==> config.mk <==
export PLATFORM = sky130hd
export DESIGN_NAME = alu_result_fifo
export DESIGN_NICKNAME = d
export VERILOG_FILES = /design/src/rtl/alu_result_fifo_pkg.sv /design/src/rtl/alu_result_fifo_mem.sv /design/src/rtl/alu_result_fifo.sv
export SDC_FILE = /design/constraint.sdc
export NUM_CORES = 1
export LEC_CHECK = 0
export ABC_AREA = 1
export ABC_CLOCK_PERIOD_IN_PS = 7800
export CAP_MARGIN = 0
export CORE_MARGIN = 1.5
export CORE_UTILIZATION = 45
export DETAILED_ROUTE_END_ITERATION = 8
export PLACE_DENSITY = 0.67
export SYNTH_ARGS = -nofsm -noshare
export SYNTH_HDL_FRONTEND = slang
export SYNTH_HIERARCHICAL = 1
export SYNTH_SLANG_ARGS = --single-unit
==> constraint.sdc <==
create_clock -name clk -period 7.8 [get_ports clk]
set_clock_uncertainty 0.1 [all_clocks]
set_input_delay 1.17 -clock clk [delete_from_list [all_inputs] [get_ports clk]]
set_output_delay 1.17 -clock clk [all_outputs]
set_load 0.02 [all_outputs]
==> src/rtl/alu_result_fifo_pkg.sv <==
// Shared execute-stage result types used by the ALU result buffer and the CDB arbiter.
// alu_result_t field order is fixed; downstream packers rely on data being the MSBs.
package alu_result_fifo_pkg;

  localparam int WORD_W   = 32;
  localparam int ROB_ID_W = 5;

  typedef logic [WORD_W-1:0]   word_t;
  typedef logic [ROB_ID_W-1:0] rob_id_t;

  typedef struct packed {
    word_t   data;
    rob_id_t rob_id;
    logic    jump;
    word_t   target;
  } alu_result_t;

  localparam int ALU_RESULT_W = $bits(alu_result_t);

endpackage

==> src/rtl/alu_result_fifo_mem.sv <==
// DEPTH x WIDTH register array: synchronous write, asynchronous read, contents never reset.
// Shared by the execute-stage queues; all pointer and handshake control lives in the owner.
module alu_result_fifo_mem #(
  parameter  int DEPTH  = 4,
  parameter  int WIDTH  = 8,
  localparam int ADDR_W = $clog2(DEPTH)
) (
  input  logic              clk,
  input  logic              i_we,
  input  logic [ADDR_W-1:0] i_waddr,
  input  logic [WIDTH-1:0]  i_wdata,
  input  logic [ADDR_W-1:0] i_raddr,
  output logic [WIDTH-1:0]  o_rdata
);

  logic [WIDTH-1:0] r_mem [DEPTH];

  always_ff @(posedge clk) begin
    if (i_we) begin
      r_mem[i_waddr] <= i_wdata;
    end
  end

  assign o_rdata = r_mem[i_raddr];

endmodule

==> src/rtl/alu_result_fifo.sv <==
// Ordered ALU result buffer between execute and CDB arbiter; 1-cycle in->cdb latency, no bypass.
// in_ready_o drops only when full (pre-pop), so CDB back-pressure never reaches execute otherwise.
module alu_result_fifo
  import alu_result_fifo_pkg::*;
#(
  parameter  int DEPTH = 4,
  localparam int PTR_W = $clog2(DEPTH)
) (
  input  logic           clk,
  input  logic           rst,
  input  logic           flush,
  input  logic           in_valid_i,
  output logic           in_ready_o,
  input  word_t          in_data_i,
  input  rob_id_t        in_rob_id_i,
  input  logic           in_jump_i,
  input  word_t          in_target_i,
  output logic           cdb_valid_o,
  input  logic           cdb_ready_i,
  output word_t          cdb_data_o,
  output rob_id_t        cdb_rob_id_o,
  output logic           cdb_jump_o,
  output word_t          cdb_target_o,
  output logic [PTR_W:0] count_o
);

  localparam logic [PTR_W:0] FULL_CNT = (PTR_W + 1)'(DEPTH);

  logic [PTR_W-1:0] r_wr;
  logic [PTR_W-1:0] r_rd;
  logic [PTR_W:0]   r_cnt;

  logic        w_push;
  logic        w_pop;
  logic        w_clear;
  alu_result_t w_wdata;
  alu_result_t w_rdata;

  assign in_ready_o  = (r_cnt != FULL_CNT);
  assign cdb_valid_o = (r_cnt != '0);
  assign count_o     = r_cnt;

  assign w_clear = rst | flush;
  assign w_push  = in_valid_i & in_ready_o;
  assign w_pop   = cdb_valid_o & cdb_ready_i;

  assign w_wdata = '{data: in_data_i, rob_id: in_rob_id_i, jump: in_jump_i, target: in_target_i};

  // Writes are suppressed on clear so a flushed result never lands in the array.
  alu_result_fifo_mem #(
    .DEPTH (DEPTH),
    .WIDTH (ALU_RESULT_W)
  ) u_mem (
    .clk     (clk),
    .i_we    (w_push & ~w_clear),
    .i_waddr (r_wr),
    .i_wdata (w_wdata),
    .i_raddr (r_rd),
    .o_rdata (w_rdata)
  );

  assign cdb_data_o   = w_rdata.data;
  assign cdb_rob_id_o = w_rdata.rob_id;
  assign cdb_jump_o   = w_rdata.jump;
  assign cdb_target_o = w_rdata.target;

  always_ff @(posedge clk) begin
    if (w_clear) begin
      r_wr  <= '0;
      r_rd  <= '0;
      r_cnt <= '0;
    end else begin
      if (w_push) begin
        r_wr <= r_wr + 1'b1;
      end
      if (w_pop) begin
        r_rd <= r_rd + 1'b1;
      end
      case ({w_push, w_pop})
        2'b10:   r_cnt <= r_cnt + 1'b1;
        2'b01:   r_cnt <= r_cnt - 1'b1;
        default: r_cnt <= r_cnt;
      endcase
    end
  end

endmodule

==> results of run 1 <==
[state kept, by name, summed over array words and instances, names as in the netlist]
signal / flops
r_wr: 2
r_rd: 2
u_mem/r_mem: 280
count_o: 3
[metal layers]
| metal | track usage (%) | vias up | wire length (microns) |
|---|---|---|---|
| met4 | 5.09 | 0 | 462 |
| met1 | 21.7 | 3495 | 10000 |
| met3 | 3.39 | 35 | 1730 |
| met5 | 0 | - | 0 |
| met2 | 30.0 | 203 | 11700 |
| li1 | - | 3909 | - |
[through the flow]
step	power (mW)	setup slack, ns	area, sq um	cells	hold WS (ns)
2_1_floorplan	1.84	0.961	12200	1158	0.359
3_3_place_gp	1.94	3.78	13900	1612	0.369
3_5_place_dp	1.95	3.76	13900	1612	0.379
4_1_cts	3.25	3.17	14800	1665	0.394
5_1_grt	3.33	2.95	14800	1667	0.426
6_report	3.22	3.22	14800	1667	0.389
[worst min-delay path by stage]
stage | start | to | slack (ns) | cells past startpoint
after CTS | count_o[0] | count_o[0] | 0.39 | 1
final | count_o[0] | count_o[0] | 0.39 | 1
after global placement | count_o[0] | count_o[0] | 0.37 | 1
after global routing | count_o[0] | count_o[0] | 0.43 | 1
after detailed placement | count_o[0] | count_o[0] | 0.38 | 1
after floorplan | r_rd[0] | r_rd[0] | 0.36 | 2
[synth_stat cells, drive strengths merged]
cell type	n
buf	42
edfxtp	280
and2	1
nor2	6
nor3	5
a21oi	6
nand3	145
nand4	1
o21ai	2
fa	1
dfxtp	7
inv	294
ha	1
clkbuf	4
nand2	363
[layout make-up]
type | instances | area (sq um)
Antenna cell | 2 | 5.00
Clock buffer | 37 | 756
Clock inverter | 16 | 141
Fill cell | 2248 | 12000
Inverter | 294 | 1110
Multi-Input combinational cell | 531 | 2290
Sequential cell | 287 | 8560
Tap cell | 341 | 427
Timing Repair Buffer | 159 | 1570
[worst max-delay path: stages, from the launching register on]
cell and delay (ns):
dfxtp_4 0.50, inv_4 0.52, buf_4 0.75, nand2_1 0.13, nand3_1 0.13, nand2_1 0.10
clkdlybuf4s50_1 0.54
[logic make-up after synthesis]
group	count (synthesis)	share of synthesized area (%)
AO/OA/AOI/OAI	8	0.358
adder cells (fa/ha/maj)	2	0.266
buffers and inverters	340	11.5
flip-flops	287	69.9
AND/OR/NAND/NOR	521	17.9
[placed cells by master, fill, tap and decap left out, types with 3 or more instances in the layout]
cell type and instances:
inv_2 6, nand3_1 143, nand2_1 362, clkinvlp_4 3, nor2_1 4, edfxtp_1 280, dfxtp_1 5, clkbuf_16 29
inv_1 287, nor3_2 5, clkdlybuf4s50_1 149, buf_4 10, a21oi_1 5, clkbuf_1 8, clkinv_2 6, clkinv_1 3
[power groups by stage]
stage	sequential (mW)	combinational, mW	clock [mW]
6_report	1.72	0.196	1.30
5_1_grt	1.72	0.215	1.40
4_1_cts	1.72	0.199	1.34
3_5_place_dp	1.75	0.198	0
3_3_place_gp	1.75	0.195	0
2_1_floorplan	1.75	0.0919	0
==> flow_summary_export.csv, run 1 <==
group,metric,value,unit
pwr,seq_power_share,53.4,%
pwr,p_int,2.55,mW
clock_network,hold_buffers,0,
cells_and_area,drive_gt1_share,5.44,%
clock_network,root_buffer,"clkbuf_16",
route,ant_nets,0,
run_status,outcome,"completed",
worst_setup_path,crit_required,6.53,ns
worst_setup_path,reg2reg_depth,8,
synth,syn_area,12200,sq um
die,dieWidth,168,microns
timing,fmax,218,MHz
pwr,pwr-share-clk,40.6,%
timing,rsz0062_at_grt,"no",
pwr,p_leak,6.43,nW
route,drt_iter0_drc,378,
worst_setup_path,worstReg2RegStart,"count_o[1]",
pwr,vdd_drop_max,0.000166,V
synth,netlist_instances,1158,
timing,period_share,58.7,%
placement,gp_congestion,0.714,
clock_network,cts_tree,"done",
clock_network,numCtsBuffers,29,
clock_network,cts_max_level,1,
global_route,grt_usage,17.2,%
pwr,p_sw_share,20.8,%
synth,yosys.area.top_type,"edfxtp_1",
cells_and_area,syn2layout_area_growth,21.5,%
die,initial_core_util,45.6,%
die,pin_count,150,
route,first_pass_iters,5,
timing,worst_slew_pin_slew,1.12,ns
synth,ys_seq_area_share,69.9,%
placement,place.detailed.hpwl,13100,microns
worst_setup_path,crit_path_end_kind,"output port",
worst_setup_path,cp-endpoint,"cdb_data_o[25]",
worst_setup_path,worstPathArrival,3.31,ns
timing,setup_tns,0,ns
timing,setup_viol,0,
synth,synth.top_cell.area_share,68.8,%
hold_path,hold_class,"flip-flop to flip-flop",
die,dieArea,28200,sq um
timing,hold_violations,0,
worst_setup_path,reg2reg_to,"u_mem/r_mem[1][27]",
timing,max_slew_margin,25.3,%
pwr,comb_power_share,6.1,%
global_route,grt-ovfl-total,0,
route,via_per_inst,4.58,
pwr,power_density,217,nW/um^2
synth,syn_nets,1235,
synth,yosysUniqueCellTypes,26,
clock_network,clk_pin_slew,0.06,ns
synth,yosys_warnings,6,
worst_setup_path,regToRegSetupSlack,5.23,ns
cells_and_area,postLayoutCoreUtil,55.4,%
route,drc,0,
clock_network,post_cts_buffers,0,
synth,syn_avg_cell_area,10.6,sq um
placement,port_buffers,149,
die,rows,60,
clock_network,cts_resized,0,
global_route,grt_pass1_wl,38200,microns
timing,slew_violations,0,
die,core_area,26800,sq um
clock_network,cts_sinks,287,
pwr,power_switching,0.668,mW
route,routedWlPerCell,14.3,microns
run,cap_violations,0,
route,vias,7642,
die,die_h,168,microns
global_route,grt_max_degree,95,
timing,period_needed,4.58,ns
synth,synth_area_leaders,"edfxtp_1 (69%), nand2_1 (11%), inv_1 (8.8%)",
synth,ys_ff_latch,287,
global_route,grt_antenna_before_repair,2,
worst_setup_path,worstSetupStartpoint,"r_rd[0]",
clock_network,clk_path_buf_depth,3,
clock_network,clk_latency,0.53,ns
cells_and_area,nets,1379,
global_route,grt_pass1_vias,7526,
worst_setup_path,crit_type,"flip-flop to output port",
worst_setup_path,crit_fanout,82,
worst_setup_path,start_kind,"flip-flop",
route,wirelength,23900,microns
(Power assumes the default switching activity.)
==> run 2: changes to the inputs <==
--- a/config.mk
+++ b/config.mk
@@ -6,12 +6,12 @@
 export NUM_CORES = 1
 export LEC_CHECK = 0
 export ABC_AREA = 1
-export ABC_CLOCK_PERIOD_IN_PS = 7800
+export ABC_CLOCK_PERIOD_IN_PS = 3700
 export CAP_MARGIN = 0
 export CORE_MARGIN = 1.5
 export CORE_UTILIZATION = 45
 export DETAILED_ROUTE_END_ITERATION = 8
-export PLACE_DENSITY = 0.67
+export PLACE_DENSITY = 0.69
 export SYNTH_ARGS = -nofsm -noshare
 export SYNTH_HDL_FRONTEND = slang
 export SYNTH_HIERARCHICAL = 1
==> constraint.sdc (replaced) <==
create_clock -name clk -period 3.7 [get_ports clk]
set_clock_uncertainty 0.1 [all_clocks]
set_input_delay 0.555 -clock clk [delete_from_list [all_inputs] [get_ports clk]]
set_output_delay 0.555 -clock clk [all_outputs]
set_load 0.02 [all_outputs]
==> run 2 against run 1 <==
  * Sequential power increased by 110%
  * First-iteration DRC count increased by 34%
  * Critical endpoint is now cdb_data_o[8]
  * Register-to-register slack got worse by 3.6 ns
  * Largest power group unchanged
  * Flip-flop and latch count unchanged
  * Critical path type unchanged
  * Worst setup slack got worse by 2.7 ns
  * Die area unchanged
  * Clock-buffer cell count decreased by 3
  * Design area increased by 1.0%
  * Via count increased by 2.7%
==> flow_summary_export.csv, run 2 (synthesized netlist as in run 1, its figures left out) <==
group,metric,value,unit
run_status,outcome,"completed",
cells_and_area,final_cell_area,15000,sq um
hold_path,hold_depth,1,
global_route,grt_antenna_before_repair,0,
die,dieWidth,168,microns
clock_network,cts_max_level,1,
timing,slew_violations,0,
worst_setup_path,crit_fanout,72,
global_route,grt-ovfl-total,0,
clock_network,clk_path_buf_depth,3,
route,vias,7849,
run,cap_violations,0,
hold_path,hold_class,"flip-flop to flip-flop",
cells_and_area,stdcell_count,1670,
cells_and_area,layout_common_cells,"nand2_1 (362), inv_1 (287), edfxtp_1 (280)",
global_route,grt_pass1_vias,7540,
route,via_per_inst,4.70,
clock_network,cts_sinks,287,
die,rows,60,
global_route,grt_pass1_wl,38700,microns
placement,placed_area,14100,sq um
die,core_area,26800,sq um
pwr,p_leak,6.51,nW
clock_network,cts_resized,0,
cells_and_area,largest-register,"u_mem/r_mem",
worst_setup_path,worstPathArrival,2.54,ns
worst_setup_path,crit_type,"flip-flop to output port",
worst_setup_path,reg2reg_depth,7,
clock_network,clk_latency,0.54,ns
timing,period_share,86.5,%
timing,setup_viol,0,
timing,max_slew_margin,46.6,%
cells_and_area,syn2layout_area_growth,22.7,%
worst_setup_path,crit_required,3.04,ns
worst_setup_path,path_cells,"inv_4 > buf_12 > nand2_1 > nand3_1 > nand2_1 > clkdlybuf4s50_1",
global_route,grt_usage,17.5,%
route,ant_nets,0,
clock_network,clk_pin_slew,0.06,ns
clock_network,cts_tree,"done",
timing,rsz0062_at_grt,"no",
worst_setup_path,critPathSlowestCell,"clkdlybuf4s50_1",
cells_and_area,layout_commonest_cell,"nand2_1",
worst_setup_path,crit_path_end_kind,"output port",
clock_network,hold_buffers,0,
worst_setup_path,start_kind,"flip-flop",
pwr,vdd_drop_max,0.000367,V
timing,hold_ws,0.387,ns
die,die_h,168,microns
timing,period_needed,3.20,ns
placement,gp_congestion,0.721,
cells_and_area,drive_gt1_share,5.57,%
route,first_pass_iters,5,
worst_setup_path,max_stage_delay,0.53,ns
route,wirelength,24500,microns
die,initial_core_util,45.6,%
timing,hold_violations,0,
cells_and_area,antenna_cells,0,
cells_and_area,nets,1383,
clock_network,numCtsBuffers,30,
worst_setup_path,regToRegSetupSlack,1.65,ns
route,drt_iter0_drc,506,
die,pin_count,150,
route,routedWlPerCell,14.7,microns
cells_and_area,largest_reg_flops,280,
pwr,power_density,458,nW/um^2
timing,worst_slew_pin_slew,0.801,ns
placement,place_inst,1615,
timing,setup_tns,0,ns
die,dieArea,28200,sq um
global_route,grt_max_degree,73,
placement,place.detailed.hpwl,13900,microns
worst_setup_path,crit_top_cell,"nand2_1",
route,drc,0,
cells_and_area,postLayoutCoreUtil,56.0,%
timing,fmax,313,MHz
placement,port_buffers,149,
clock_network,root_buffer,"clkbuf_16",
clock_network,post_cts_buffers,0,
[run 2: cell count changes in the layout (fill, tap and decap cells not counted), sizes merged]
cell,delta
buf,+3
clkinvlp,-2
clkinv,+7
diode,-2
clkbuf,-3
[run 2: per-stage QoR]
step	worst slack, ns	total power [mW]
CTS	0.469	6.95
detailed placement	1.05	4.11
finish	0.501	6.88
global placement	1.06	4.11
global route	0.331	7.11
floorplan	-0.583	3.88
[run 2: per-layer routing]
layer / global-route usage [%] / share of wire (%) / routed length (microns) / vias up
met5: 0 / 0 / 0 / -
met3: 2.94 / 5.6 / 1380 / 37
met2: 31.3 / 50 / 12300 / 219
li1: - / - / - / 3906
met4: 3.88 / 1.9 / 467 / 0
met1: 22.4 / 42 / 10400 / 3687
[run 2: final timing paths]
path              startpoint                  to
hold reg to reg   count_o[0]          count_o[0]
setup reg to reg  count_o[0]  u_mem/r_mem[2][46]
setup / recovery     r_rd[0]       cdb_data_o[8]
hold / removal    count_o[0]          count_o[0]
[run 2: final cells by class]
class / count / area [sq um]
Fill cell: 2188 / 11800
Sequential cell: 287 / 8560
Multi-Input combinational cell: 531 / 2310
Timing Repair Buffer: 162 / 1660
Inverter: 294 / 1110
Clock buffer: 34 / 787
Tap cell: 341 / 427
Clock inverter: 21 / 148
[run 2: where the power goes]
group | internal [mW] | leakage (nW) | total [mW] | switching, mW
Combinational | 0.189 | 3.46 | 0.429 | 0.240
Clock | 1.65 | 0.459 | 2.83 | 1.18
Sequential | 3.60 | 2.59 | 3.61 | 0.0109
[run 2: worst max-delay path, delay by kind of cell (launching register included)]
kind / cells / cell delay [ns]
buffers and inverters: 3 / 1.31
flip-flops: 1 / 0.36
AND/OR/NAND/NOR: 3 / 0.28
